$ cat src/rtl/booth_seq_divider_if.sv
// Request/response bundle for the sequential signed divider.
interface booth_seq_divider_if #(parameter int N = 32);
  logic         start;
  logic [N-1:0] a;
  logic [N-1:0] b;
  logic         busy;
  logic         done;
  logic [N-1:0] q;
  logic [N-1:0] r;
  logic         dz;

  modport master (output start, a, b, input busy, done, q, r, dz);
  modport slave  (input start, a, b, output busy, done, q, r, dz);
endinterface

$ cat src/rtl/booth_seq_divider.sv
// Sequential signed divider: restoring division on magnitudes, one quotient bit
// per clock, then sign fix-up. Truncates toward zero like Verilog / and %.
module booth_seq_divider #(
  parameter int N = 32
) (
  input logic           clk,
  input logic           rst,
  booth_seq_divider_if.slave io
);
  localparam int CW = $clog2(N + 1);

  typedef enum logic [1:0] {IDLE, CALC, FIX, DONE} state_t;

  state_t        state;
  logic [CW-1:0] cnt;
  logic [N-1:0]  a_r;
  logic [N-1:0]  bm;
  logic [N-1:0]  d;
  logic [N-1:0]  p;
  logic          sign_q;
  logic          sign_r;
  logic          b_zero;

  logic [N-1:0]  a_abs, b_abs;
  logic [N:0]    p_sh;
  logic [N-1:0]  d_sh;
  logic [N-1:0]  p_nxt, d_nxt;

  // |min| wraps back to 2^(N-1), which is the correct unsigned magnitude.
  assign a_abs = io.a[N-1] ? -io.a : io.a;
  assign b_abs = io.b[N-1] ? -io.b : io.b;

  // The partial remainder stays below |b| <= 2^(N-1), so only the shifted
  // value needs the extra bit; the difference always fits in N bits.
  always_comb begin
    p_sh  = {p, d[N-1]};
    d_sh  = {d[N-2:0], 1'b0};
    p_nxt = p_sh[N-1:0];
    d_nxt = d_sh;
    if (p_sh >= {1'b0, bm}) begin
      p_nxt = p_sh[N-1:0] - bm;
      d_nxt = d_sh | {{(N-1){1'b0}}, 1'b1};
    end
  end

  always_ff @(posedge clk or negedge rst) begin
    if (!rst) begin
      state   <= IDLE;
      cnt     <= '0;
      a_r     <= '0;
      bm      <= '0;
      d       <= '0;
      p       <= '0;
      sign_q  <= 1'b0;
      sign_r  <= 1'b0;
      b_zero  <= 1'b0;
      io.busy <= 1'b0;
      io.done <= 1'b0;
      io.q    <= '0;
      io.r    <= '0;
      io.dz   <= 1'b0;
    end else begin
      case (state)
        IDLE: begin
          if (io.start) begin
            a_r     <= io.a;
            bm      <= b_abs;
            d       <= a_abs;
            p       <= '0;
            sign_q  <= io.a[N-1] ^ io.b[N-1];
            sign_r  <= io.a[N-1];
            b_zero  <= (io.b == '0);
            cnt     <= CW'(N);
            io.busy <= 1'b1;
            state   <= CALC;
          end
        end
        CALC: begin
          p   <= p_nxt;
          d   <= d_nxt;
          cnt <= cnt - 1'b1;
          if (cnt == CW'(1)) state <= FIX;
        end
        FIX: begin
          if (b_zero) begin
            io.q  <= '1;
            io.r  <= a_r;
            io.dz <= 1'b1;
          end else begin
            io.q  <= sign_q ? -d : d;
            io.r  <= sign_r ? -p : p;
            io.dz <= 1'b0;
          end
          io.busy <= 1'b0;
          io.done <= 1'b1;
          state   <= DONE;
        end
        default: begin
          io.done <= 1'b0;
          state   <= IDLE;
        end
      endcase
    end
  end
endmodule

$ cat src/flat_wrapper.sv
// flat-port wrapper written by rule: the top's interface ports become plain ports
module booth_seq_divider_flat 
#(
  parameter int N = 32
)
  (clk, rst, io_start, io_a, io_b, io_busy, io_done, io_q, io_r, io_dz);
  booth_seq_divider_if #(.N(N)) io_i ();
  input logic clk;
  input logic rst;
  input wire logic [$bits(io_i.start)-1:0] io_start;
  input wire logic [$bits(io_i.a)-1:0] io_a;
  input wire logic [$bits(io_i.b)-1:0] io_b;
  output wire logic [$bits(io_i.busy)-1:0] io_busy;
  output wire logic [$bits(io_i.done)-1:0] io_done;
  output wire logic [$bits(io_i.q)-1:0] io_q;
  output wire logic [$bits(io_i.r)-1:0] io_r;
  output wire logic [$bits(io_i.dz)-1:0] io_dz;
  assign io_i.start = io_start;
  assign io_i.a = io_a;
  assign io_i.b = io_b;
  assign io_busy = io_i.busy;
  assign io_done = io_i.done;
  assign io_q = io_i.q;
  assign io_r = io_i.r;
  assign io_dz = io_i.dz;
  booth_seq_divider #(.N(N)) u_core (.clk(clk), .rst(rst), .io(io_i));
endmodule
$ cat config.mk
export PLATFORM = sky130hd
export DESIGN_NAME = booth_seq_divider_flat
export DESIGN_NICKNAME = d
export VERILOG_FILES = /design/src/rtl/booth_seq_divider_if.sv /design/src/rtl/booth_seq_divider.sv /design/src/flat_wrapper.sv
export SDC_FILE = /design/constraint.sdc
export NUM_CORES = 1
export LEC_CHECK = 0
export CORE_MARGIN = 2
export CORE_UTILIZATION = 41
export CTS_CLUSTER_DIAMETER = 150
export DETAILED_ROUTE_END_ITERATION = 10
export GPL_TIMING_DRIVEN = 0
export HOLD_SLACK_MARGIN = 0.1
export MAX_ROUTING_LAYER = met4
export PLACE_DENSITY = 0.71
export SYNTH_ARGS = -nofsm -noshare
export SYNTH_HDL_FRONTEND = slang
export SYNTH_SLANG_ARGS = --single-unit
$ cat constraint.sdc
create_clock -name clk -period 2.8 [get_ports clk]
set_input_delay 0.56 -clock clk [delete_from_list [all_inputs] [get_ports clk]]
set_output_delay 0.56 -clock clk [all_outputs]
set_load 0.02 [all_outputs]
==> impl_metrics.prom <==
# TYPE chip_impl_metric gauge
chip_impl_metric{name="coreArea",unit="sq um"} 30510
chip_impl_metric{name="design.die.area",unit="sq um"} 32390
chip_impl_info{name="ctsRootBufferMaster",value="sky130_fd_sc_hd__clkbuf_16"} 1
chip_impl_metric{name="synthesis.nets",unit=""} 1535
chip_impl_metric{name="final.period_utilization",unit=""} 1.044
chip_impl_metric{name="gr-usage-all-layers",unit=""} 0.2325
chip_impl_info{name="rsz_0062_raised_after_global_routing",value="yes"} 1
chip_impl_info{name="layout.cells.most_common",value="sky130_fd_sc_hd__dfrtp_1"} 1
chip_impl_metric{name="power.static_leakage",unit="nW"} 6.816
chip_impl_metric{name="clock_skew",unit="ps"} 18.66
chip_impl_metric{name="drive_gt1_frac",unit=""} 0.1650
chip_impl_info{name="failed_checks",value="negative setup slack"} 1
chip_impl_metric{name="first_global_vias",unit=""} 11000
chip_impl_metric{name="final_nets",unit=""} 1729
chip_impl_info{name="critPathKind",value="flip-flop to flip-flop"} 1
chip_impl_metric{name="route.vias.total",unit=""} 11230
chip_impl_metric{name="initial_antenna_violation_count",unit=""} 0
chip_impl_metric{name="cts.sinks",unit=""} 205
chip_impl_metric{name="timing_hold_violations_final",unit=""} 0
chip_impl_metric{name="netlist_area",unit="sq um"} 12690
chip_impl_metric{name="critical_path_peak_fanout",unit=""} 4
chip_impl_metric{name="area.growth.synth_to_final",unit="%"} 29.64
chip_impl_metric{name="cp_data_required_time",unit="ps"} 3200
chip_impl_metric{name="synth-edff-count",unit=""} 0
chip_impl_metric{name="drc_errors",unit=""} 0
chip_impl_metric{name="final_critical_path_setup_slack",unit="ps"} -124.6
chip_impl_metric{name="post-dp-hpwl",unit="microns"} 28280
chip_impl_metric{name="width_of_the_chip",unit="microns"} 180.0
chip_impl_metric{name="drv_slew",unit=""} 0
chip_impl_metric{name="ys_async_sr_fraction",unit=""} 1.000
chip_impl_metric{name="synthCells",unit=""} 1426
chip_impl_metric{name="clkSlewWorstSetupHoldPaths",unit="ps"} 60
chip_impl_metric{name="drt_wl_total",unit="microns"} 37960
chip_impl_metric{name="placement_rows",unit=""} 64
chip_impl_metric{name="relSlewSlack",unit=""} 0.3875
chip_impl_metric{name="power_density",unit="nW/um^2"} 1367
chip_impl_info{name="synth_flop_cell",value="sky130_fd_sc_hd__dfrtp_1"} 1
chip_impl_metric{name="port-buffer-count",unit=""} 132
chip_impl_info{name="cts_tree",value="built"} 1
chip_impl_info{name="setup.worst_path.start_class",value="flip-flop"} 1
chip_impl_metric{name="cts-buffers-inserted",unit=""} 24
chip_impl_metric{name="report.final.setup_viol",unit=""} 10
chip_impl_metric{name="dieHeight",unit="microns"} 180.0
chip_impl_metric{name="syn_area_cell",unit="sq um"} 8.902
chip_impl_metric{name="drt_iter0_drc",unit=""} 680
chip_impl_metric{name="global_route.overflow_total",unit=""} 0
chip_impl_metric{name="final_util",unit=""} 0.5394
chip_impl_metric{name="ys_warn_count",unit=""} 0
chip_impl_metric{name="detail-route-antenna-nets",unit=""} 0
chip_impl_metric{name="drt-pass1-iter-count",unit=""} 6
chip_impl_metric{name="grt_pass1_wl",unit="microns"} 59280
chip_impl_metric{name="worst_ir_drop_vdd",unit="mV"} 0.5504
chip_impl_metric{name="maxCapViolations",unit=""} 0
chip_impl_metric{name="min_period",unit="ps"} 2925
chip_impl_metric{name="detail_route.vias_per_cell",unit=""} 5.521
chip_impl_metric{name="ys_seq_elements",unit=""} 205
chip_impl_info{name="result_of_the_run",value="finished with violations"} 1
chip_impl_metric{name="worstMarginPinSlew",unit="ps"} 918.7
chip_impl_metric{name="synth_cell_types",unit=""} 61
chip_impl_metric{name="post_drt_wl_per_cell",unit="microns"} 18.67
chip_impl_metric{name="num_io_pins",unit=""} 134
chip_impl_metric{name="timing.setup.tns",unit="ps"} -433.8
chip_impl_metric{name="fmax",unit="GHz"} 0.3419
chip_impl_info{name="most-common-layout-cells",value="sky130_fd_sc_hd__dfrtp_1 (191), sky130_fd_sc_hd__nand2_1 (179), sky130_fd_sc_hd__o21ai_0 (130)"} 1
chip_impl_info{name="timing.critical_path.to_type",value="flip-flop"} 1
chip_impl_metric{name="place_congestion",unit=""} 0.9205
chip_impl_metric{name="finalPower",unit="mW"} 22.50
chip_impl_metric{name="synth_seq_area_share",unit=""} 0.4041
chip_impl_info{name="holdCritPathClass",value="input port to flip-flop"} 1
chip_impl_metric{name="grt_max_degree",unit=""} 72
chip_impl_metric{name="floorplan.initialDensity",unit=""} 0.4161
chip_impl_metric{name="arrival",unit="ps"} 3320
chip_impl_metric{name="cts_buffer_depth",unit=""} 3
chip_impl_metric{name="htree_num_levels",unit=""} 1
chip_impl_metric{name="worstSkewPairLatency",unit="ps"} 530
chip_impl_metric{name="finalHoldWorstSlack",unit="ps"} 376.3
## cells in the mapped netlist, types with 3 or more instances
cell | instances | share of area
sky130_fd_sc_hd__a211oi_1 | 4 | 0.0024
sky130_fd_sc_hd__a21o_1 | 11 | 0.0065
sky130_fd_sc_hd__a21oi_1 | 98 | 0.039
sky130_fd_sc_hd__a221oi_1 | 3 | 0.0021
sky130_fd_sc_hd__a22oi_1 | 4 | 0.0024
sky130_fd_sc_hd__a31o_2 | 3 | 0.0021
sky130_fd_sc_hd__a31oi_1 | 7 | 0.0034
sky130_fd_sc_hd__buf_1 | 8 | 0.0024
sky130_fd_sc_hd__clkbuf_1 | 66 | 0.020
sky130_fd_sc_hd__dfrtp_1 | 205 | 0.40
sky130_fd_sc_hd__ha_1 | 41 | 0.040
sky130_fd_sc_hd__inv_1 | 58 | 0.017
sky130_fd_sc_hd__mux2_2 | 50 | 0.044
sky130_fd_sc_hd__mux2i_1 | 27 | 0.021
sky130_fd_sc_hd__nand2_1 | 183 | 0.054
sky130_fd_sc_hd__nand2b_1 | 5 | 0.0025
sky130_fd_sc_hd__nand3_1 | 17 | 0.0067
sky130_fd_sc_hd__nand3b_1 | 4 | 0.0024
sky130_fd_sc_hd__nand4_1 | 9 | 0.0044
sky130_fd_sc_hd__nor2_1 | 99 | 0.029
sky130_fd_sc_hd__nor2b_1 | 4 | 0.0020
sky130_fd_sc_hd__nor3_1 | 13 | 0.0051
sky130_fd_sc_hd__nor4_1 | 12 | 0.0059
sky130_fd_sc_hd__o211ai_1 | 4 | 0.0024
sky130_fd_sc_hd__o21a_1 | 6 | 0.0035
sky130_fd_sc_hd__o21ai_0 | 168 | 0.066
sky130_fd_sc_hd__o21ai_1 | 4 | 0.0016
sky130_fd_sc_hd__o21bai_1 | 6 | 0.0035
sky130_fd_sc_hd__o22a_1 | 31 | 0.021
sky130_fd_sc_hd__o22ai_1 | 6 | 0.0030
sky130_fd_sc_hd__o31ai_1 | 34 | 0.020
sky130_fd_sc_hd__o31ai_2 | 3 | 0.0030
sky130_fd_sc_hd__o41ai_1 | 12 | 0.0083
sky130_fd_sc_hd__or2_2 | 3 | 0.0015
sky130_fd_sc_hd__or3_1 | 15 | 0.0074
sky130_fd_sc_hd__or3_4 | 3 | 0.0027
sky130_fd_sc_hd__or4_1 | 19 | 0.011
sky130_fd_sc_hd__xnor2_1 | 63 | 0.043
sky130_fd_sc_hd__xor2_1 | 87 | 0.060
## routing by layer
layer | GRT usage | share of wire
met5 | - | 0
met4 | 0.07772 | 0.038
met3 | 0.02634 | 0.048
met2 | 0.3936 | 0.49
met1 | 0.2900 | 0.43
## power by group
group	total [mW]	switching, mW	internal (mW)
clock	3.16	1.25	1.91
sequential	5.71	1.32	4.39
combinational	13.6	7.44	6.20
## registers in the layout, indices dropped and copies added, names as in the netlist, 2 cells and up
name	cells
u_core.d	32
u_core.io.q	32
u_core.p	32
u_core.cnt	6
u_core.a_r	31
u_core.state	2
u_core.bm	32
u_core.io.r	32
## cell type report
cell class | count | area (sq um)
Clock inverter | 10 | 116.4
Fill cell | 2723 | 14050
Tap cell | 396 | 495.5
Clock buffer | 32 | 690.7
Multi-Input combinational cell | 1084 | 7709
Sequential cell | 205 | 5147
Antenna cell | 1 | 2.502
Inverter | 60 | 227.7
Buffer | 68 | 309.0
Timing Repair Buffer | 177 | 1759
## cells by family (layout without fill, tap and decap cells)
| family | Yosys count | after routing | synth area share |
|---|---|---|---|
| buf+inv | 137 | 347 | 0.04100 |
| mux | 77 | 77 | 0.06564 |
| compound gates | 419 | 419 | 0.2023 |
| fa+ha+maj | 42 | 42 | 0.04199 |
| simple gates | 396 | 396 | 0.1414 |
| xor+xnor | 150 | 150 | 0.1035 |
| other cells | 0 | 1 | 0 |
| flops | 205 | 205 | 0.4041 |
## final timing paths
kind | slack (ps) | cells past startpoint | from | endpoint
worst max-delay path | -120 | 9 | u_core.p[10] | u_core.io.r[26]
worst min-delay path | 380 | 2 | io_a[21] | u_core.a_r[21]
worst max register to register | -120 | 9 | u_core.p[10] | u_core.io.r[26]
worst min register to register | 480 | 2 | u_core.bm[15] | u_core.bm[15]
max in group asynchronous | 1120 | 4 | rst | u_core.p[24]
min in group asynchronous | 570 | 2 | rst | u_core.io.q[5]
## critical path, stage by stage, from the launching register on
cell and delay (ps):
sky130_fd_sc_hd__dfrtp_2 420, sky130_fd_sc_hd__or3_4 390, sky130_fd_sc_hd__or3_4 340, sky130_fd_sc_hd__or2_4 240, sky130_fd_sc_hd__or3_4 380, sky130_fd_sc_hd__or2_4 290, sky130_fd_sc_hd__o41ai_4 220, sky130_fd_sc_hd__xor2_1 180
sky130_fd_sc_hd__o21ai_1 90, sky130_fd_sc_hd__mux2_4 260
## metrics by stage
step                      cell area (sq um)  setup WS [ps]  std cells
final                                 16460         -124.6       2033
after global routing                  16450         -209.5       2032
after CTS                             15810         -157.9       2013
after detailed placement              14650         -843.0       1956
after global placement                14590          -7151       1954
after floorplan                       12780         -152.0       1426
## timing repair
action | CTS | global route
setup endpoints to repair | 108 | 61
hold buffers | 1 | 0
pin swaps | 17 | 44
setup buffers | 17 | 23
cloned | 0 | 2
endpoints found under the hold margin | 70 | 0
resized for setup | 73 | 129
Power figures use the tool's default switching activity.
